File: src/rtl/seg_pkg.sv
// Shared constants and types for the seven-segment scan controller.
// Segment encodings are active-low in {g,f,e,d,c,b,a} order.
package seg_pkg;

  localparam int DIGITS = 8;

  localparam logic [6:0] SEG_BLANK = 7'h7F;

  localparam logic [6:0] HEX_SEG [16] = '{
    7'h40, 7'h79, 7'h24, 7'h30, 7'h19, 7'h12, 7'h02, 7'h78,
    7'h00, 7'h10, 7'h08, 7'h03, 7'h46, 7'h21, 7'h06, 7'h0E
  };

  typedef struct packed {
    logic [31:0] data;
    logic [7:0]  dp;
    logic [7:0]  mask;
  } disp_buf_t;

endpackage

File: src/rtl/seg_hex_decode.sv
// Hex nibble to active-low seven-segment pattern; purely combinational.
// No handshake: output follows input in the same cycle.
module seg_hex_decode
  import seg_pkg::*;
(
  input  logic [3:0] hex,
  output logic [6:0] seg
);

  assign seg = HEX_SEG[hex];

endmodule

File: src/rtl/seg_scan_ctrl.sv
// Eight-digit multiplexed display scanner with frame-boundary commit of a double-buffered value.
// All outputs registered, one cycle behind the scan state change; writes are never refused.
module seg_scan_ctrl #(
  parameter int N      = 200_000,
  parameter int DIGITS = 8
) (
  input  logic              clk,
  input  logic              rst_n,
  input  logic              wr_en,
  input  logic [31:0]       wr_data,
  input  logic [7:0]        wr_dp,
  input  logic [7:0]        wr_mask,
  input  logic              lz_en,
  output logic [DIGITS-1:0] an,
  output logic [6:0]        seg,
  output logic              dp,
  output logic              pending,
  output logic              frame_done
);
  import seg_pkg::*;

  localparam logic [31:0] TERM = 32'(N / 2 - 1);

  logic [31:0] cnt;
  logic [2:0]  pos;
  logic [2:0]  pos_nxt;
  logic        tick;
  logic        wrap;
  disp_buf_t   pend_buf;
  disp_buf_t   act_buf;
  disp_buf_t   act_nxt;
  logic [3:0]  nib;
  logic [6:0]  dec_seg;
  logic        upper_zero;
  logic        blank;

  // Outputs are built from next-cycle scan state so a commit shows on digit 0
  // in the very cycle frame_done pulses.
  always_comb begin
    tick    = (cnt == TERM);
    wrap    = tick && (pos == 3'd7);
    pos_nxt = tick ? pos + 3'd1 : pos;
    act_nxt = act_buf;
    if (wrap) begin
      if (wr_en) begin
        act_nxt = '{data: wr_data, dp: wr_dp, mask: wr_mask};
      end else if (pending) begin
        act_nxt = pend_buf;
      end
    end
  end

  always_comb begin
    nib        = act_nxt.data[{pos_nxt, 2'b00} +: 4];
    upper_zero = ((act_nxt.data >> {pos_nxt, 2'b00}) == 32'd0);
    blank      = !act_nxt.mask[pos_nxt] || (lz_en && (pos_nxt != 3'd0) && upper_zero);
  end

  seg_hex_decode u_dec (
    .hex (nib),
    .seg (dec_seg)
  );

  always_ff @(posedge clk) begin
    if (!rst_n) begin
      cnt        <= '0;
      pos        <= '0;
      pend_buf   <= '0;
      act_buf    <= '0;
      pending    <= 1'b0;
      an         <= '1;
      seg        <= SEG_BLANK;
      dp         <= 1'b1;
      frame_done <= 1'b0;
    end else begin
      cnt        <= tick ? '0 : cnt + 32'd1;
      pos        <= pos_nxt;
      act_buf    <= act_nxt;
      frame_done <= wrap;
      if (wr_en) begin
        pend_buf <= '{data: wr_data, dp: wr_dp, mask: wr_mask};
      end
      if (wrap) begin
        pending <= 1'b0;
      end else if (wr_en) begin
        pending <= 1'b1;
      end
      an  <= ~(DIGITS'(1) << pos_nxt);
      seg <= blank ? SEG_BLANK : dec_seg;
      dp  <= blank | ~act_nxt.dp[pos_nxt];
    end
  end

endmodule

File: config.mk
export PLATFORM = sky130hd
export DESIGN_NAME = seg_scan_ctrl
export DESIGN_NICKNAME = d
export VERILOG_FILES = /design/src/rtl/seg_pkg.sv /design/src/rtl/seg_hex_decode.sv /design/src/rtl/seg_scan_ctrl.sv
export SDC_FILE = /design/constraint.sdc
export NUM_CORES = 1
export LEC_CHECK = 0
export CORE_MARGIN = 3
export CORE_UTILIZATION = 52
export DETAILED_ROUTE_END_ITERATION = 8
export GPL_TIMING_DRIVEN = 0
export PLACE_DENSITY = 0.77
export SETUP_SLACK_MARGIN = 0.4
export SYNTH_ARGS = -nofsm -noshare
export SYNTH_HDL_FRONTEND = slang
export SYNTH_SLANG_ARGS = --single-unit
File: constraint.sdc
create_clock -name clk -period 4.1 [get_ports clk]
set_clock_uncertainty 0.2 [all_clocks]
set_input_delay 0.41 -clock clk [delete_from_list [all_inputs] [get_ports clk]]
set_output_delay 0.41 -clock clk [all_outputs]
set_load 0.005 [all_outputs]
# After elaboration in Yosys (flattened, before gate mapping)
# Memory sizes are Yosys's and may differ from the RTL's. A register that Yosys moved wholly into a read port is not among the register bits.
# Index checks and enable logic that the tools add are counted.
# totals
elab_cells	44
input_bits	52
regBits	142
mem_bits_ro	112
mem_count	1
output_inout_bits	18
# classes
shift	3
magnitude_cmp	1
add_sub_neg	2
mux	8
reduce_logical	10
eq_ne	2
bitwise	5
# mem_list
name	words	word_bits	rd	rd_ports_with_merged_regs	write_ports	line	rtl
(no name shown)	16	7	1	1	0	seg_hex_decode.sv:10	assign seg = HEX_SEG[hex];
# op_table
operator	count
$mux 48	3
$add 32x1->32 const B	1
$eq 32x17->1 const B	1
$logic_not 32->1	1
$shiftx 32x6->4	1
$shr 32x5->32	1
$not 8->8	1
$shl 1x3->8 const A	1
$bmux 1 s3	2
$reduce_or 2->1	3
$not 4->5	1
$lt 3x4->1 const B	1
$add 3x1->3 const B	1
$eq 3x3->1 const B	1
$logic_and 1x1->1	3
$mux 3	1
$reduce_bool 3->1	1
$mux 1	2
$not 1->1	2
$logic_not 1->1	1
$logic_or 1x1->1	1
$or 1x1->1	1

# Longest topological paths before layout
# logic_depth
depth_word	8
ltp_mapped	19
mapped_depth_nobuf	17

# Modules after synthesis
# A second synthesis with hierarchy kept.
# hier_totals
cells_unflattened	914
hier_area_um2	7847.5
# by_module_without_submodules
module	area_each_um2	n_inst	seq_area_each_um2	cells_per_inst
seg_scan_ctrl	7584.8	1	2982.9	883
seg_hex_decode	262.8	1	0.0	31

# Least setup slack after synthesis
# Ideal clock, no wire load.
# synth_timing
path_kind	reg2reg
startpoint	register cnt[0]
endpoint	register seg[0]
path_slack_ns	-0.142
arrival_ns	3.972
stages_incl_launch_ff	19
setup_time_ns	0.070
n_path_buf	3
t_required_ns	3.830
path_cell_list	dfxtp_1 -> ha_1 -> and4_1 -> and4_1 -> buf_2 -> nand4_1 -> buf_2 -> buf_2 -> o2bb2ai_1 -> mux4_2 -> mux2i_1 -> ha_1 -> nand2_1 -> or3_1 -> nor4_1 -> a2bb2oi_1 -> a32oi_1 -> a21oi_2 -> o21bai_1
# synth_between
elab_chain_len	8
# synth_lines
element	line	rtl
start, declared	seg_scan_ctrl.sv:24	logic [31:0] cnt;
start signal, assigned	seg_scan_ctrl.sv:76	cnt <= tick ? '0 : cnt + 32'd1;
$eq 32x17->1 *	seg_scan_ctrl.sv:40	tick = (cnt == TERM);
$logic_and 1x1->1	seg_scan_ctrl.sv:41	wrap = tick && (pos == 3'd7);
$mux 48	seg_scan_ctrl.sv:44	if (wrap) begin
$shr 32x5->32 / $bmux 1 s3 (equally long branches)	seg_scan_ctrl.sv:55, seg_scan_ctrl.sv:56	
$logic_not 32->1 / $mux 1 (equally long branches)	seg_scan_ctrl.sv:55, seg_scan_ctrl.sv:56	
$logic_and 1x1->1 / $logic_not 1->1 (equally long branches)	seg_scan_ctrl.sv:56	blank = !act_nxt.mask[pos_nxt] || (lz_en && (pos_nxt != 3'd0) && upper_zero);
$logic_or 1x1->1	seg_scan_ctrl.sv:56	
$reduce_or 2->1 (no line)	n/a	
end, declared	seg_scan_ctrl.sv:15	output logic [6:0] seg,
# Mark *: on every way between the ends. The rest lies on a longest branch, timed or not. The select of a mux whose other input is x is not followed.
# A chain may end at the register's enable or synchronous reset.

# Worst setup path in the final report
# layout_timing
startpoint	register cnt[14]
endpoint	register seg[0]
# The elaborated chain is that of the path after synthesis.

==> results.cfg <==
[placement]
placed_cells = 1028
dp_hpwl_um = 15270
dp_slack_ps = -1149
portBuffers = 68
globalplace.congestion = 0.9348

[synthesis]
synth_area_leader_cell = dfxtp_1
synth_nets = 844
synth_cells = 784
ys_warn_count = 0
async_reset_ff_frac = 0
ys_seq_area_frac = 0.4185
synth-seq-cells = 149
syn_area_per_cell_um2 = 9.092
synth_area_leaders = dfxtp_1 42%, mux2i_1 9.4%, nor2_1 6.5%, xor2_1 2.7%, and2_1 2.5%
syn_area_um2 = 7128
synth_ff_type = dfxtp_1
yosysUniqueCellTypes = 67
synth_top_area_share = 0.4185
synth_edf_count = 0

[layout]
final_common_cell = dfxtp_1
synthToLayoutAreaGrowth_pct = 28.44
layout_common_cells = 141 x dfxtp_1, 122 x nor2_1, 68 x clkdlybuf4s50_1
num_antenna_cells = 0
fin_cells = 1085
fin_nets = 956
drive_above_1_share = 0.1639

[route]
vias = 6540
routedWlPerCell_um = 19.88
antenna_left = 0
drtIter0Drc = 621
routed_wl_um = 21570
first_pass_iters = 6
drc_errors = 0
viasPerCell = 6.028

[worst_setup_path]
startpoint_type = register
worst-r2r-cell-count = 18
end_kind = register
r2r-start = cnt[14]
r2r_setup_slack_ps = -250
required_ps = 4260
reg2reg_to = seg[0]
worst-path-max-fanout = 10
worstSetupPathType = register to register
worstPathArrival_ps = 4510

[global_route]
grtUsageTotal = 0.2904
grt_max_degree = 17
grt_pass1_vias = 6479
antenna_found_initial = 0
grt_pass1_wl_um = 33690
overflow = 0

[floorplan]
core_area_um2 = 13350
fp.dieArea_um2 = 15150
initial_core_util = 0.5340
die_h_um = 123.1
die_x_um = 123.1
placement_rows = 42
ios = 70

[cts]
numCtsBuffers = 17
cts_tree = built
clock_path_buffers = 2
htreeDepth = 4
cts_root_buffer = clkbuf_16
clock_latency_ps = 430
clock-sinks = 149
path_clk_slew_ps = 60

[sta]
min_period_over_period = 1.060
worst_pin_slew_ps = 909.5
hold_viol = 0
setup_ws_ps = -248.0
final-max-slew-violation-count = 0
finalSetupViolCount = 8
clock.fmax_ghz = 0.2300
rsz0062_at_grt = true
min_period_ps = 4348
worst_slew_margin_rel = 0.3763

[outcome]
failed_checks = negative setup slack
status = finished, violations left

[min_path]
min_from = wr_en
hold_depth = 3
min_path_type = input port to register
whs_endpoint = pend_buf[22]

[power_and_ir_drop]
powerDensity_nw_per_um2 = 363.1
p_leak_nw = 3.607
peakVddDrop_uv = 255.6

[run]
drv_cap = 0
## metal layers
layer | up-vias | routed length [um] | global-route usage
met5 | - | 0 | 0
met4 | 0 | 696 | 0.1266
met3 | 59 | 1489 | 0.05947
met2 | 285 | 10180 | 0.4728
met1 | 3143 | 9206 | 0.3745
li1 | 3053 | - | -
## report_power, final
group | switching [W] | internal [W] | leakage, nW | total (W)
clock network | 0.000610 | 0.00101 | 0.296 | 0.00162
logic | 0.000116 | 0.0000983 | 2.10 | 0.000214
registers | 0.0000163 | 0.00148 | 1.22 | 0.00149
total | 0.000742 | 0.00258 | 3.61 | 0.00332
## per-stage QoR
| stage | util | hold slack, ps | instance area [um^2] | power [W] | setup TNS (ps) |
|---|---|---|---|---|---|
| 3_5_place_dp | 0.6074 | 237.5 | 8108 | 0.001731 | -14030 |
| 3_3_place_gp | 0.6074 | 222.4 | 8108 | 0.001724 | -12590 |
| 4_1_cts | 0.6806 | 184.0 | 9085 | 0.003330 | -1762 |
| 2_1_floorplan | - | 203.6 | 7207 | 0.001628 | 0 |
| 5_1_grt | 0.6859 | 234.8 | 9155 | 0.003423 | -2821 |
| 6_report | 0.6859 | 182.9 | 9155 | 0.003324 | -1902 |
## worst max path at each step
stage	slack, ps	to	startpoint	cells after the start
6_report	-250	seg[0]	cnt[14]	18
5_1_grt	-370	seg[4]	cnt[19]	18
4_1_cts	-230	seg[2]	cnt[20]	18
2_1_floorplan	40	seg[0]	cnt[23]	17
3_3_place_gp	-1050	seg[0]	wr_en	15
3_5_place_dp	-1150	seg[6]	wr_en	15
## worst max-delay path, cell delays in order (launching register included)
cell       delay (ps)
dfxtp_1           370
nor4_4            330
and4_4            270
buf_6             140
nand4_1           200
buf_6             200
buf_6             150
nand2_1            90
o21ai_2            70
mux4_2            510
mux2i_4           220
ha_4              180
nand2_4            60
or3_4             340
nor4_4            190
a2bb2oi_2         190
a32oi_2           140
a21oi_4           290
o21bai_1          150
## Yosys cell counts (5+ instances only)
master	number
o211ai_1	11
nand2_1	46
clkbuf_1	23
a2bb2oi_1	7
a22o_1	8
nor4_4	5
o21ai_0	23
and2_1	28
xnor2_1	7
nor4_1	7
nand3_1	30
a211oi_1	10
inv_1	15
buf_1	10
or3_1	5
nand4_1	16
nor3_1	13
xor2_1	22
a22oi_1	14
o22ai_1	6
a21oi_1	23
ha_1	8
o2bb2ai_1	10
a31oi_1	5
and3_1	5
dfxtp_1	149
and4_1	6
buf_2	13
nor2_1	123
mux2i_1	67
## what timing repair did
action                                  4_1_cts  5_1_grt
pin swaps                                    17       12
hold endpoints to repair                      0        0
setup buffers                                20        4
hold buffers                                  0        0
endpoints found under the setup margin       28       15
cloned                                        1        0
resized for setup                            43       13
## cell type report
class | instances | area [um^2]
sequential | 149 | 3000
buffer | 49 | 271.5
clock buffer | 21 | 470.5
inverter | 15 | 56.30
timing repair buffer | 93 | 893.4
clock inverter | 11 | 148.9
tap | 176 | 220.2
multi-input combinational | 571 | 4094
fill | 1040 | 4193
## sequential cells by signal (all words and copies together), names as in the netlist
signal      cells
pos             3
seg             7
pend_buf       48
an              8
cnt            32
frame_done      1
act_buf        48
dp              1
pending         1
## kinds of logic after synthesis
group	share of synthesized area
xor+xnor	0.03563
buf+inv	0.03862
compound gates	0.1522
simple gates	0.2180
flops	0.4185
fa+ha+maj	0.01404
mux	0.1230
No activity file was read; power rests on OpenSTA's default activity.
